<file path="config.mk">
export PLATFORM = sky130hd
export DESIGN_NAME = fifo_uart_tx_flat
export DESIGN_NICKNAME = d
export VERILOG_FILES = /design/src/rtl/fifo_uart_tx_pkg.sv /design/src/rtl/fifo_uart_tx_if.sv /design/src/rtl/fifo_uart_tx_baud_gen.sv /design/src/rtl/fifo_uart_tx.sv /design/src/flat_wrapper.sv
export SDC_FILE = /design/constraint.sdc
export NUM_CORES = 1
export LEC_CHECK = 0
export ABC_AREA = 1
export BUFFER_PORTS_ARGS = -buffer_cell sky130_fd_sc_hd__buf_4
export CORE_UTILIZATION = 40
export CTS_CLUSTER_SIZE = 8
export DETAILED_ROUTE_END_ITERATION = 16
export GPL_TIMING_DRIVEN = 1
export PLACE_DENSITY = 0.66
export SKIP_LAST_GASP = 1
export SLEW_MARGIN = 20
export SYNTH_ARGS = -nofsm -noshare
export SYNTH_HDL_FRONTEND = slang
export SYNTH_SLANG_ARGS = --single-unit
</file>
<file path="constraint.sdc">
create_clock -name clk -period 1.9 [get_ports clk]
set_clock_uncertainty 0.1 [all_clocks]
set_input_delay 0.095 -clock clk [delete_from_list [all_inputs] [get_ports clk]]
set_output_delay 0.095 -clock clk [all_outputs]
set_load 0.1 [all_outputs]
</file>
<file path="src/rtl/fifo_uart_tx_pkg.sv">
// Shared definitions for the FIFO-drain UART transmitter: FSM encoding,
// data width, default bit period and the parity helper.
package fifo_uart_tx_pkg;

  localparam int DATA_W               = 8;
  localparam int STATE_W              = 3;
  localparam int DEFAULT_CLKS_PER_BIT = 868;

  typedef enum logic [STATE_W-1:0] {
    ST_IDLE   = 3'd0,
    ST_POP    = 3'd1,
    ST_LOAD   = 3'd2,
    ST_START  = 3'd3,
    ST_DATA   = 3'd4,
    ST_PARITY = 3'd5,
    ST_STOP   = 3'd6
  } state_t;

  // Even parity of the byte, inverted when odd parity is selected.
  function automatic logic calc_parity(input logic [DATA_W-1:0] data, input logic odd);
    return (^data) ^ odd;
  endfunction

endpackage

</file>
<file path="src/rtl/fifo_uart_tx_if.sv">
// Read-side handshake between the 16x8 FIFO and its UART drain stage.
interface fifo_uart_tx_if;
  import fifo_uart_tx_pkg::*;

  logic              fifo_empty;
  logic [DATA_W-1:0] fifo_data;
  logic              fifo_rd_en;

  modport master (input fifo_empty, input fifo_data, output fifo_rd_en);
  modport slave  (output fifo_empty, output fifo_data, input fifo_rd_en);
endinterface

</file>
<file path="src/rtl/fifo_uart_tx_baud_gen.sv">
// Bit-period counter: runs 0..CLKS_PER_BIT-1 while clear is low and flags
// the last cycle of every bit on bit_end.
module fifo_uart_tx_baud_gen #(
  parameter int CLKS_PER_BIT = 868
) (
  input  logic clk,
  input  logic rst,
  input  logic clear,
  output logic bit_end
);

  localparam int                CNT_W    = (CLKS_PER_BIT > 1) ? $clog2(CLKS_PER_BIT) : 1;
  localparam logic [CNT_W-1:0]  CNT_LAST = CNT_W'(CLKS_PER_BIT - 1);
  localparam logic [CNT_W-1:0]  CNT_ZERO = CNT_W'(1'b0);
  localparam logic [CNT_W-1:0]  CNT_ONE  = CNT_W'(1'b1);

  logic [CNT_W-1:0] cnt_r;

  // Bit-period counter, held at zero while the transmitter is not framing.
  always_ff @(posedge clk) begin
    if (rst || clear) begin
      cnt_r <= CNT_ZERO;
    end else if (cnt_r == CNT_LAST) begin
      cnt_r <= CNT_ZERO;
    end else begin
      cnt_r <= cnt_r + CNT_ONE;
    end
  end

  assign bit_end = (cnt_r == CNT_LAST);

endmodule

</file>
<file path="src/rtl/fifo_uart_tx.sv">
// UART transmitter that drains a FIFO: pops one byte through rd_en/data_out
// and serialises it as start, 8 data bits LSB first, optional parity, stop bits.
module fifo_uart_tx
  import fifo_uart_tx_pkg::*;
#(
  parameter int CLKS_PER_BIT = DEFAULT_CLKS_PER_BIT,
  parameter int PARITY_EN    = 0,
  parameter int PARITY_ODD   = 0,
  parameter int STOP_BITS    = 1
) (
  input  logic                  clk,
  input  logic                  rst,
  input  logic                  enable,
  fifo_uart_tx_if.master        fifo,
  output logic                  tx,
  output logic                  busy,
  output logic                  tx_done
);

  localparam logic PARITY_ODD_BIT = (PARITY_ODD != 0) ? 1'b1 : 1'b0;
  localparam logic STOP_LAST      = (STOP_BITS == 2) ? 1'b1 : 1'b0;

  state_t            state_r;
  logic [DATA_W-1:0] shift_r;
  logic              parity_r;
  logic [2:0]        bit_idx_r;
  logic              stop_idx_r;
  logic              tx_r;
  logic              busy_r;
  logic              done_r;
  logic              rd_en_r;
  logic              baud_clear_s;
  logic              bit_end_s;

  // Baud counter only runs while a bit is on the line; LOAD clears it so
  // the start bit gets a full period.
  always_comb begin
    baud_clear_s = 1'b1;
    case (state_r)
      ST_START, ST_DATA, ST_PARITY, ST_STOP: baud_clear_s = 1'b0;
      default:                               baud_clear_s = 1'b1;
    endcase
  end

  fifo_uart_tx_baud_gen #(
    .CLKS_PER_BIT (CLKS_PER_BIT)
  ) u_baud (
    .clk     (clk),
    .rst     (rst),
    .clear   (baud_clear_s),
    .bit_end (bit_end_s)
  );

  // Frame sequencer, shift register and FIFO pop handshake.
  always_ff @(posedge clk) begin
    if (rst) begin
      state_r    <= ST_IDLE;
      shift_r    <= 8'h00;
      parity_r   <= 1'b0;
      bit_idx_r  <= 3'd0;
      stop_idx_r <= 1'b0;
      tx_r       <= 1'b1;
      busy_r     <= 1'b0;
      done_r     <= 1'b0;
      rd_en_r    <= 1'b0;
    end else begin
      rd_en_r <= 1'b0;
      done_r  <= 1'b0;
      case (state_r)
        ST_IDLE: begin
          if (enable && !fifo.fifo_empty) begin
            rd_en_r <= 1'b1;
            busy_r  <= 1'b1;
            state_r <= ST_POP;
          end
        end
        ST_POP: begin
          state_r <= ST_LOAD;
        end
        ST_LOAD: begin
          shift_r    <= fifo.fifo_data;
          parity_r   <= calc_parity(fifo.fifo_data, PARITY_ODD_BIT);
          bit_idx_r  <= 3'd0;
          stop_idx_r <= 1'b0;
          tx_r       <= 1'b0;
          state_r    <= ST_START;
        end
        ST_START: begin
          if (bit_end_s) begin
            tx_r    <= shift_r[0];
            state_r <= ST_DATA;
          end
        end
        ST_DATA: begin
          if (bit_end_s) begin
            if (bit_idx_r == 3'd7) begin
              if (PARITY_EN != 0) begin
                tx_r    <= parity_r;
                state_r <= ST_PARITY;
              end else begin
                tx_r    <= 1'b1;
                state_r <= ST_STOP;
              end
            end else begin
              shift_r   <= {1'b0, shift_r[DATA_W-1:1]};
              tx_r      <= shift_r[1];
              bit_idx_r <= bit_idx_r + 3'd1;
            end
          end
        end
        ST_PARITY: begin
          if (bit_end_s) begin
            tx_r    <= 1'b1;
            state_r <= ST_STOP;
          end
        end
        ST_STOP: begin
          if (bit_end_s) begin
            if (stop_idx_r == STOP_LAST) begin
              done_r <= 1'b1;
              // Re-sample the FIFO on the done edge so back-to-back frames
              // are separated by only the POP and LOAD cycles.
              if (enable && !fifo.fifo_empty) begin
                rd_en_r <= 1'b1;
                state_r <= ST_POP;
              end else begin
                busy_r  <= 1'b0;
                state_r <= ST_IDLE;
              end
            end else begin
              stop_idx_r <= stop_idx_r + 1'b1;
            end
          end
        end
        default: begin
          tx_r    <= 1'b1;
          busy_r  <= 1'b0;
          state_r <= ST_IDLE;
        end
      endcase
    end
  end

  assign tx              = tx_r;
  assign busy            = busy_r;
  assign tx_done         = done_r;
  assign fifo.fifo_rd_en = rd_en_r;

endmodule
</file>
<file path="src/flat_wrapper.sv">
// flat-port wrapper written by rule: the top's interface ports become plain ports
module fifo_uart_tx_flat import fifo_uart_tx_pkg::*;
#(
  parameter int CLKS_PER_BIT = DEFAULT_CLKS_PER_BIT,
  parameter int PARITY_EN    = 0,
  parameter int PARITY_ODD   = 0,
  parameter int STOP_BITS    = 1
)
  (clk, rst, enable, tx, busy, tx_done, fifo_fifo_empty, fifo_fifo_data, fifo_fifo_rd_en);
  fifo_uart_tx_if fifo_i ();
  input  logic clk;
  input  logic rst;
  input  logic enable;
  output logic tx;
  output logic busy;
  output logic tx_done;
  input wire logic [$bits(fifo_i.fifo_empty)-1:0] fifo_fifo_empty;
  input wire logic [$bits(fifo_i.fifo_data)-1:0] fifo_fifo_data;
  output wire logic [$bits(fifo_i.fifo_rd_en)-1:0] fifo_fifo_rd_en;
  assign fifo_i.fifo_empty = fifo_fifo_empty;
  assign fifo_i.fifo_data = fifo_fifo_data;
  assign fifo_fifo_rd_en = fifo_i.fifo_rd_en;
  fifo_uart_tx #(.CLKS_PER_BIT(CLKS_PER_BIT), .PARITY_EN(PARITY_EN), .PARITY_ODD(PARITY_ODD), .STOP_BITS(STOP_BITS)) u_core (.clk(clk), .rst(rst), .enable(enable), .fifo(fifo_i), .tx(tx), .busy(busy), .tx_done(tx_done));
endmodule
</file>
==> results of run 1 <==
-- routing by layer --
layer,share of wire [%],vias up,track usage (%)
met1,52,557,19.84
met3,3.6,4,2.372
met5,0,-,0
met2,43,26,22.69
met4,1.4,0,5.233
li1,-,703,-
-- cell usage after synthesis --
master	number
o22ai_1	1
nand4_1	3
dfxtp_1	28
buf_12	1
o21ai_0	7
ha_1	3
nor3_1	4
nand3_2	2
o211ai_2	1
nand3_1	11
a21oi_1	11
nor2_4	1
buf_4	2
nor2_1	33
nand2_2	3
o21ai_2	6
inv_1	21
nor3b_1	1
a21oi_2	3
buf_2	2
clkbuf_1	1
inv_4	1
nor2_2	1
inv_2	3
nor3_2	1
xnor2_1	2
nand2_4	2
nand2_1	54
-- state kept, by name (all words and copies together), names as in the netlist --
signal                  count
u_core.u_baud.cnt_r        10
u_core.shift_r              8
u_core.bit_idx_r            3
u_core.state_r              3
u_core.busy                 1
u_core.fifo.fifo_rd_en      1
u_core.tx                   1
u_core.tx_done              1
-- worst paths after layout --
kind,slack [ns],from,end
setup / recovery,0.22,u_core.u_baud.cnt_r[0],u_core.shift_r[5]
hold / removal,0.009,fifo_fifo_data[1],u_core.shift_r[1]
setup reg to reg,0.22,u_core.u_baud.cnt_r[0],u_core.shift_r[5]
hold reg to reg,0.37,u_core.u_baud.cnt_r[0],u_core.u_baud.cnt_r[0]
-- through the flow --
stage	util (%)	setup WS, ns	area, um^2	total power, mW
2_1_floorplan	-	0.4168	1465	1.583
6_report	49.89	0.2165	1704	2.072
3_5_place_dp	46.89	0.2533	1602	1.683
4_1_cts	49.89	0.2211	1704	2.087
5_1_grt	49.89	0.06746	1704	2.246
3_3_place_gp	46.89	0.2681	1602	1.680
-- where the power goes --
part / switching, mW / total, mW / internal, mW
clock network: 0.185 / 0.398 / 0.213
logic: 0.560 / 0.842 / 0.282
registers: 0.108 / 0.831 / 0.723
total: 0.853 / 2.07 / 1.22
-- worst reg2reg max path, cell delays in order, from the launching register on --
cell,delay (ns)
dfxtp_1,0.39
ha_1,0.17
inv_1,0.05
nor2_1,0.15
nand3_2,0.17
nand2_1,0.15
nand2_4,0.15
inv_2,0.15
nor2_1,0.05
nor2_1,0.10
-- area by class of cell --
type / instances / area (um^2) / area share [%]
Sequential cell: 28 / 560.5 / 32.89
Inverter: 25 / 96.34 / 5.653
Tap cell: 46 / 57.56 / 3.377
Multi-Input combinational cell: 150 / 759.5 / 44.57
Clock inverter: 1 / 30.03 / 1.762
Timing Repair Buffer: 22 / 177.7 / 10.43
Clock buffer: 3 / 22.52 / 1.322
-- what timing repair did --
item	4_1_cts	5_1_grt
hold buffers	5	0
hold endpoints to repair	11	0
resized for setup	0	0
-- logic make-up (layout without fill, tap and decap cells) --
family | after synthesis | in the layout | synth area share, %
adders and majority gates | 3 | 3 | 2.562
AOI/OAI and AO/OA | 29 | 29 | 12.81
DFF | 28 | 28 | 38.26
xor gates and xnor gates | 2 | 2 | 1.196
buffers and inverters | 31 | 51 | 9.906
and+or+nand+nor | 116 | 116 | 35.27
==> qor.csv, run 1 <==
stage,metric,value,unit
final_layout,antenna diode count,0,
clocking,Skew-Pair Late Insertion Delay,0.33,ns
status,outcome,completed,
floorplanning,row cnt,21,
sta,final hold slack,0.008849,ns
logic_synthesis,synthesized area,0.001465,mm^2
routing,TritonRoute pass-1 iters,4,
logic_synthesis,Post-Syn Instances,209,
final_layout,most frequent cells in the layout,"54 x nand2_1, 33 x nor2_1, 28 x dfxtp_1",
clocking,CTS sink count,28,
logic_synthesis,synth top area cells,"dfxtp_1 38%, nand2_1 14%, nor2_1 8.5%",
worst_setup_path,CP max stage delay,0.39,ns
sta,Final Hold Viols,0,
worst_setup_path,WP data arrival,1.86,ns
routing,WL final,2.642,mm
sta,Worst-Margin Slew,0.4579,ns
floorplanning,full die area,0.003909,mm^2
routing,routed via count,1290,
clocking,H-tree Lvls,1,
worst_setup_path,crit path buf inv count,2,
clocking,CTS Buffer Depth,2,
final_layout,Layout Nets,245,
placed_design,Cells after DPL,266,
sta,Fmax achieved,594.0,MHz
sta,Setup Total Neg Slack,0,ns
worst_setup_path,"Req. time, crit path",2.08,ns
routing,wire length per cell,9.607,um
worst_setup_path,"CP delay by family, top",simple AND/OR/NAND/NOR gates,
logic_synthesis,Synth Net Count,224,
routing,vias per cell,4.691,
sta,final setup vio count,0,
final_layout,"Area growth, synth to finish",16.31,%
worst_setup_path,WS Path Type,reg2reg,
worst_setup_path,WP depth,9,
worst_setup_path,Worst Setup End Kind,flip-flop,
global_route,initial antenna violation count,0,
clocking,CTS tree,built,
floorplanning,die height,62.52,um
sta,Final Cycle Share,88.61,%
logic_synthesis,Yosys top cell by area,dfxtp_1,
global_route,first-pass GRT wire length,4.602,mm
final_layout,fill count,352,
sta,Slew HR,69.39,%
routing,drt initial violations,76,
power,worst vdd ir,470.0,uV
global_route,largest net degree at the start of global routing,17,
final_layout,layout cell share with drive strength beyond 1,19.65,%
worst_setup_path,R2R depth,9,
global_route,GR Util All Layers,14.46,%
logic_synthesis,Ys Warns,0,
floorplanning,Initial Utilization,42.89,%
sta,fin crit period,1.684,ns
placed_design,placer congestion estimate,0.8119,
power,Pwr Density,1216,mW/mm^2
logic_synthesis,Synth top area share,38.26,%
hold_path,worst min-delay path class,in2reg,
clocking,Inserted Clock Buffers,3,
logic_synthesis,syn_area_per_cell,7.010,um^2
worst_setup_path,"Cell Chain, Critical Path",ha_1 -> inv_1 -> nor2_1 -> nand3_2 -> nand2_1 -> nand2_4 -> inv_2 -> nor2_1 -> nor2_1,
worst_setup_path,slowest CP cell,dfxtp_1,
worst_setup_path,Critical Path Source Type,flip-flop,
sta,unrepaired setup endpoints after global routing,no,
worst_setup_path,CP dominant cell by count,nor2_1,
final_layout,post-route insts no fill,275,
placed_design,DPL Wire Length,1.937,mm
logic_synthesis,"Distinct cells, synth",28,
routing,DRT antenna net count,0,
worst_setup_path,"Max FO, Critical Path",13,
final_layout,"commonest non-fill, non-tap cell in the layout",nand2_1,
floorplanning,core box area,0.003416,mm^2
power,Lkg Pwr,0.7604,nW
clocking,clk slew on worst S/H paths,0.16,ns
hold_path,Hold Path Depth,5,
clocking,setup bufs post-CTS,0,
global_route,vias in the first global route,1091,
logic_synthesis,register area share after synthesis,38.26,%
run,Max Cap Viol,0,
floorplanning,I/O pin total,16,
sta,max-slew violations,0,
placed_design,Port-buffer cells,15,
routing,DRC errors left,0,
logic_synthesis,#FFs+latches synth,28,
clocking,Root Buffer,clkbuf_4,
floorplanning,die width,62.52,um
global_route,grt ovf,0,
Power figures use the tool's default switching activity.
==> inputs of run 2 (changes only) <==
--- a/config.mk
+++ b/config.mk
@@ -11,7 +11,7 @@
 export CTS_CLUSTER_SIZE = 8
 export DETAILED_ROUTE_END_ITERATION = 16
 export GPL_TIMING_DRIVEN = 1
-export PLACE_DENSITY = 0.66
+export PLACE_DENSITY = 0.68
 export SKIP_LAST_GASP = 1
 export SLEW_MARGIN = 20
 export SYNTH_ARGS = -nofsm -noshare
==> run 2 against run 1 <==
  * Via count is 1.8% higher
  * First-iteration DRC count is 24% higher
  * Largest power group is now sequential cells
  * Count of clock-buffer cells in the layout stayed put
  * Non-clock buffer count is 1 higher
  * Setup slack better by 0.019 ns
  * Total power is 7.6% lower
  * Cell count stayed put
  * Utilization is 0.51 points lower
  * Maximum frequency is 1.2% higher
==> qor.csv, run 2 (synthesis results as in run 1) <==
stage,metric,value,unit,change
final_layout,antenna diode count,0,,unchanged
clocking,Skew-Pair Late Insertion Delay,0.33,ns,about the same
clocking,Inserted Clock Buffers,3,,unchanged
final_layout,layout cell share with drive strength beyond 1,18.78,%,was 19.65%
routing,WL final,2.679,mm,was 2.642 mm
worst_setup_path,"Req. time, crit path",2.03,ns,was 2.08 ns
routing,TritonRoute pass-1 iters,4,,unchanged
clocking,CTS Buffer Depth,2,,unchanged
power,Pwr Density,1135,mW/mm^2,was 1216 mW/mm^2
routing,routed via count,1313,,was 1290
worst_setup_path,"CP delay by family, top",simple AND/OR/NAND/NOR gates,,unchanged
worst_setup_path,WS Path Type,reg2reg,,unchanged
floorplanning,die height,62.52,um,unchanged
placed_design,placer congestion estimate,0.7636,,was 0.8119
hold_path,hold wc startpoint,fifo_fifo_data[2],,was fifo_fifo_data[1]
status,outcome,completed,,unchanged
clocking,setup bufs post-CTS,0,,unchanged
worst_setup_path,"Cell Chain, Critical Path",nor2_4 -> nand2_4 -> nand2_1 -> nand2_1 -> inv_2 -> nand2_4 -> inv_2 -> nor2_1 -> nor2_1,,was ha_1 -> inv_1 -> nor2_1 -> nand3_2 -> nand2_1 -> nand2_4 -> inv_2 -> nor2_1 -> nor2_1
worst_setup_path,reg2reg start,u_core.state_r[1],,was u_core.u_baud.cnt_r[0]
routing,vias per cell,4.775,,was 4.691
clocking,CTS sink count,28,,unchanged
floorplanning,I/O pin total,16,,unchanged
routing,DRC errors left,0,,unchanged
power,P_int,1.074,mW,was 1.218 mW
sta,Final Hold Viols,0,,unchanged
floorplanning,die width,62.52,um,unchanged
worst_setup_path,crit path buf inv count,2,,unchanged
power,Switch Pwr,0.8402,mW,was 0.8533 mW
routing,drt initial violations,94,,was 76
final_layout,fill count,357,,was 352
final_layout,Top Registers,"u_core.u_baud.cnt_r: 10 flops, u_core.shift_r: 8 flops",,unchanged
floorplanning,full die area,0.003909,mm^2,unchanged
worst_setup_path,Critical Path Source Type,flip-flop,,unchanged
floorplanning,row cnt,21,,unchanged
sta,fin crit period,1.664,ns,was 1.684 ns
sta,Slew HR,68.52,%,was 69.39%
global_route,first-pass GRT wire length,4.754,mm,was 4.602 mm
placed_design,Placed Instance Area,0.001594,mm^2,was 0.001602 mm^2
power,worst vdd ir,591.6,uV,was 470.0 uV
worst_setup_path,WP data arrival,1.79,ns,was 1.86 ns
final_layout,"Area growth, synth to finish",15.12,%,was 16.31%
placed_design,Port-buffer cells,15,,unchanged
global_route,grt ovf,0,,unchanged
worst_setup_path,Worst Setup End Kind,flip-flop,,unchanged
power,Reg power frac,43.9,%,was 40.1%
clocking,H-tree Lvls,1,,unchanged
sta,Setup Total Neg Slack,0,ns,unchanged
global_route,initial antenna violation count,0,,unchanged
clocking,post-CTS resize count,0,,unchanged
global_route,vias in the first global route,1147,,was 1091
final_layout,most frequent cells in the layout,"54 x nand2_1, 33 x nor2_1, 28 x dfxtp_1",,unchanged
power,Logic pwr share,43.6,%,was 40.7%
sta,Final Cycle Share,87.58,%,was 88.61%
worst_setup_path,"Max FO, Critical Path",13,,unchanged
clocking,Root Buffer,clkbuf_4,,unchanged
final_layout,"commonest non-fill, non-tap cell in the layout",nand2_1,,unchanged
worst_setup_path,Critical path origin,u_core.state_r[1],,was u_core.u_baud.cnt_r[0]
worst_setup_path,slowest CP cell,dfxtp_1,,unchanged
final_layout,Layout Nets,246,,was 245
sta,max-slew violations,0,,unchanged
global_route,largest net degree at the start of global routing,15,,was 17
sta,Worst-Margin Slew,0.4708,ns,was 0.4579 ns
sta,unrepaired setup endpoints after global routing,no,,unchanged
power,clock network fraction of total power,12.5,%,was 19.2%
run,Max Cap Viol,0,,unchanged
final_layout,post-route cell area,0.001687,mm^2,was 0.001704 mm^2
sta,final setup vio count,0,,unchanged
clocking,# hold bufs at CTS,6,,was 5
floorplanning,core box area,0.003416,mm^2,unchanged
clocking,CTS tree,built,,unchanged
routing,DRT antenna net count,0,,unchanged
sta,final hold slack,0.01112,ns,was 0.008849 ns
final_layout,Finished Core Util,49.38,%,was 49.89%
clocking,clk slew on worst S/H paths,0.15,ns,was 0.16 ns
routing,wire length per cell,9.742,um,was 9.607 um
hold_path,worst min-delay path class,in2reg,,unchanged
floorplanning,Initial Utilization,42.89,%,unchanged
sta,Fmax achieved,600.9,MHz,was 594.0 MHz
worst_setup_path,CP max stage delay,0.59,ns,was 0.39 ns
power,switch share,43.89,%,was 41.19%
power,Lkg Pwr,0.7493,nW,was 0.7604 nW
final_layout,Largest Register,u_core.u_baud.cnt_r,,unchanged
final_layout,Largest register FFs,10,,unchanged
global_route,GR Util All Layers,15.33,%,was 14.46%
placed_design,DPL Wire Length,1.942,mm,was 1.937 mm
[run 2: metal layers]
metal | part of all wire (%) | up-vias | wire (um) | track usage, %
met5 | 0 | - | 0 | 0
met4 | 1.1 | 0 | 29 | 6.105
met3 | 4.7 | 4 | 126 | 4.927
met2 | 46 | 28 | 1225 | 25.27
met1 | 48 | 576 | 1297 | 18.35
li1 | - | 705 | - | -
[run 2: tightest hold or removal path, cell delays in order]
cell and delay, ns:
buf_4 0.07, nand2_1 0.04, nand2_1 0.07, o21ai_2 0.05
nor2_1 0.08
[run 2: per-stage QoR]
| step | worst slack, ns | power [mW] | instances |
|---|---|---|---|
| detailed placement | 0.2574 | 1.678 | 265 |
| global route | 0.003512 | 2.108 | 275 |
| floorplan | 0.4168 | 1.583 | 209 |
| global placement | 0.2741 | 1.672 | 265 |
| CTS | 0.2370 | 1.941 | 274 |
| finish | 0.2359 | 1.914 | 275 |
[run 2: cell type report]
cell class	count	area [um^2]	area share (%)
inverters	25	96.34	5.712
repair buffers	23	190.2	11.28
clock buffers	3	22.52	1.335
well taps	46	57.56	3.412
multi-input cells	150	759.5	45.03
flip-flops and latches	28	560.5	33.23
[run 2: path summary, 6_finish.rpt]
check / end / depth (start not counted) / slack, ns
setup / recovery: u_core.shift_r[6] / 9 / 0.24
hold / removal: u_core.shift_r[2] / 5 / 0.01
setup reg to reg: u_core.shift_r[6] / 9 / 0.24
hold reg to reg: u_core.u_baud.cnt_r[0] / 1 / 0.37
[run 2: power groups by stage]
stage	combinational (mW)	clock, mW	sequential (mW)
CTS	0.839	0.262	0.839
floorplan	0.685	0	0.898
global route	0.960	0.289	0.859
finish	0.834	0.240	0.840
global placement	0.824	0	0.848
detailed placement	0.824	0	0.855
==> inputs of run 3 (changes only) <==
--- a/config.mk
+++ b/config.mk
@@ -10,7 +10,7 @@
 export CORE_UTILIZATION = 40
 export CTS_CLUSTER_SIZE = 8
 export DETAILED_ROUTE_END_ITERATION = 16
-export GPL_TIMING_DRIVEN = 1
+export GPL_TIMING_DRIVEN = 0
 export PLACE_DENSITY = 0.68
 export SKIP_LAST_GASP = 1
 export SLEW_MARGIN = 20
==> run 3 against run 2 <==
  * Register-to-register slack better by 0.02 ns
  * Clock power grew 62%
  * Critical path depth stayed put
  * First-iteration DRC count fell by 39%
  * Count of clock-buffer cells in the layout did not move
  * Sequential cell count did not move
  * Final area is 2.0% higher
  * Global-route usage barely moved
  * Total power increased by 11%
  * Die area did not move
==> qor.csv, run 3 (synthesis results as in run 1) <==
stage,metric,value,unit,change
global_route,grt ovf,0,,unchanged
hold_path,worst min-delay path class,in2reg,,unchanged
routing,WL final,2.577,mm,was 2.679 mm
worst_setup_path,CP max stage delay,0.39,ns,was 0.59 ns
placed_design,placer congestion estimate,0.7982,,was 0.7636
power,Pwr Density,1237,mW/mm^2,was 1135 mW/mm^2
routing,DRT antenna net count,0,,unchanged
sta,Setup Total Neg Slack,0,ns,unchanged
final_layout,Top Registers,"u_core.u_baud.cnt_r: 10 flops, u_core.shift_r: 8 flops",,unchanged
clocking,post-CTS resize count,0,,unchanged
final_layout,post-route cell area,0.001720,mm^2,was 0.001687 mm^2
final_layout,Layout Nets,247,,was 246
floorplanning,die height,62.52,um,unchanged
final_layout,"Area growth, synth to finish",17.42,%,was 15.12%
sta,Final Cycle Share,86.67,%,was 87.58%
routing,DRC errors left,0,,unchanged
placed_design,pre-CTS WS,0.2564,ns,was 0.2574 ns
final_layout,fill count,354,,was 357
power,Lkg Pwr,0.7697,nW,was 0.7493 nW
final_layout,Finished Core Util,50.37,%,was 49.38%
placed_design,Port-buffer cells,14,,was 15
final_layout,"commonest non-fill, non-tap cell in the layout",nand2_1,,unchanged
placed_design,Placed Instance Area,0.001628,mm^2,was 0.001594 mm^2
clocking,setup bufs post-CTS,0,,unchanged
worst_setup_path,Worst Setup End Kind,flip-flop,,unchanged
final_layout,Largest register FFs,10,,unchanged
global_route,initial antenna violation count,0,,unchanged
floorplanning,die width,62.52,um,unchanged
final_layout,antenna diode count,0,,unchanged
power,worst vdd ir,694.7,uV,was 591.6 uV
global_route,first-pass GRT wire length,4.857,mm,was 4.754 mm
worst_setup_path,Critical Path Source Type,flip-flop,,unchanged
sta,Fmax achieved,607.3,MHz,was 600.9 MHz
global_route,largest net degree at the start of global routing,17,,was 15
sta,Worst-Margin Slew,0.4711,ns,was 0.4708 ns
worst_setup_path,"Req. time, crit path",2.02,ns,was 2.03 ns
sta,Final Hold Viols,0,,unchanged
clocking,Root Buffer,clkbuf_4,,unchanged
floorplanning,full die area,0.003909,mm^2,unchanged
clocking,CTS sink count,28,,unchanged
final_layout,most frequent cells in the layout,"54 x nand2_1, 33 x nor2_1, 28 x dfxtp_1",,unchanged
worst_setup_path,WP data arrival,1.77,ns,was 1.79 ns
run,Max Cap Viol,0,,unchanged
routing,TritonRoute pass-1 iters,4,,unchanged
final_layout,layout cell share with drive strength beyond 1,20.35,%,was 18.78%
floorplanning,row cnt,21,,unchanged
worst_setup_path,WS Path Type,reg2reg,,unchanged
clocking,CTS Buffer Depth,2,,unchanged
worst_setup_path,"Cell Chain, Critical Path",ha_1 -> inv_1 -> nor2_1 -> nand3_2 -> nand2_1 -> nand2_4 -> buf_12 -> nor2_2 -> nor3_2,,was nor2_4 -> nand2_4 -> nand2_1 -> nand2_1 -> inv_2 -> nand2_4 -> inv_2 -> nor2_1 -> nor2_1
routing,wire length per cell,9.303,um,was 9.742 um
global_route,vias in the first global route,1169,,was 1147
sta,fin crit period,1.647,ns,was 1.664 ns
worst_setup_path,slowest CP cell,dfxtp_1,,unchanged
worst_setup_path,"CP delay by family, top",simple AND/OR/NAND/NOR gates,,unchanged
sta,Slew HR,68.50,%,was 68.52%
clocking,Inserted Clock Buffers,3,,unchanged
clocking,# hold bufs at CTS,4,,was 6
placed_design,DPL Wire Length,1.940,mm,was 1.942 mm
routing,routed via count,1280,,was 1313
floorplanning,I/O pin total,16,,unchanged
status,outcome,completed,,unchanged
sta,unrepaired setup endpoints after global routing,no,,unchanged
worst_setup_path,crit path buf inv count,2,,unchanged
worst_setup_path,"Max FO, Critical Path",10,,was 13
sta,post-route setup slack,0.2533,ns,was 0.2359 ns
sta,final setup vio count,0,,unchanged
global_route,GR Util All Layers,15.38,%,was 15.33%
clocking,clk slew on worst S/H paths,0.16,ns,was 0.15 ns
routing,drt initial violations,57,,was 94
power,Pwr Total,2.128,mW,was 1.914 mW
routing,vias per cell,4.621,,was 4.775
sta,max-slew violations,0,,unchanged
clocking,Skew-Pair Late Insertion Delay,0.33,ns,about the same
floorplanning,Initial Utilization,42.89,%,unchanged
clocking,CTS tree,built,,unchanged
final_layout,Multi-input gate area,759.5,um^2,unchanged
final_layout,Largest Register,u_core.u_baud.cnt_r,,unchanged
clocking,H-tree Lvls,1,,unchanged
floorplanning,core box area,0.003416,mm^2,unchanged
final_layout,Register Area,560.5,um^2,unchanged
-- run 3: cell types whose count changed in the layout (fill, tap and decap cells not counted) --
| cell | before | now |
|---|---|---|
| dlygate4sd3_1 | 7 | 4 |
| bufinv_16 | 0 | 1 |
| buf_12 | 0 | 1 |
| buf_2 | 0 | 2 |
| clkbuf_1 | 0 | 1 |
-- run 3: worst paths after layout --
path,slack (ns),cells after the start,end,start
worst min register to register,0.37,1,u_core.u_baud.cnt_r[0],u_core.u_baud.cnt_r[0]
worst min-delay path,0.005,5,u_core.shift_r[3],fifo_fifo_data[3]
worst max register to register,0.25,9,u_core.bit_idx_r[0],u_core.u_baud.cnt_r[0]
worst max-delay path,0.25,9,u_core.bit_idx_r[0],u_core.u_baud.cnt_r[0]
-- run 3: layout make-up --
cell class              instances  area share [%]
well taps                      46           3.345
flip-flops and latches         28           32.58
clock buffers                   3           1.309
inverters                      25           5.600
multi-input cells             150           44.15
clock inverters                 1           1.745
repair buffers                 18           8.436
plain buffers                   6           2.836
-- run 3: worst min-delay path, delay by kind of cell --
family                 cells  cell delay [ns]
and+or+nand+nor            3             0.18
buffers and inverters      1             0.07
AOI/OAI and AO/OA          1             0.06
-- run 3: power breakdown --
group / internal, mW / switching, mW / total, mW
clock network: 0.213 / 0.177 / 0.390
registers: 0.722 / 0.0811 / 0.804
logic: 0.335 / 0.599 / 0.934
-- run 3: metal layers --
| layer | global-route usage, % | up-vias | share of wire [%] |
|---|---|---|---|
| li1 | - | 708 | - |
| met3 | 2.920 | 5 | 2.6 |
| met1 | 19.48 | 553 | 52 |
| met5 | 0 | - | 0 |
| met2 | 25.54 | 14 | 44 |
| met4 | 6.105 | 0 | 1.6 |
-- run 3: stage by stage --
step / hold slack, ns / cells
after global routing: 0.01983 / 277
after detailed placement: 0.2324 / 269
final: 0.005332 / 277
after floorplan: 0.1207 / 209
after CTS: 0.001560 / 277
after global placement: 0.2144 / 269
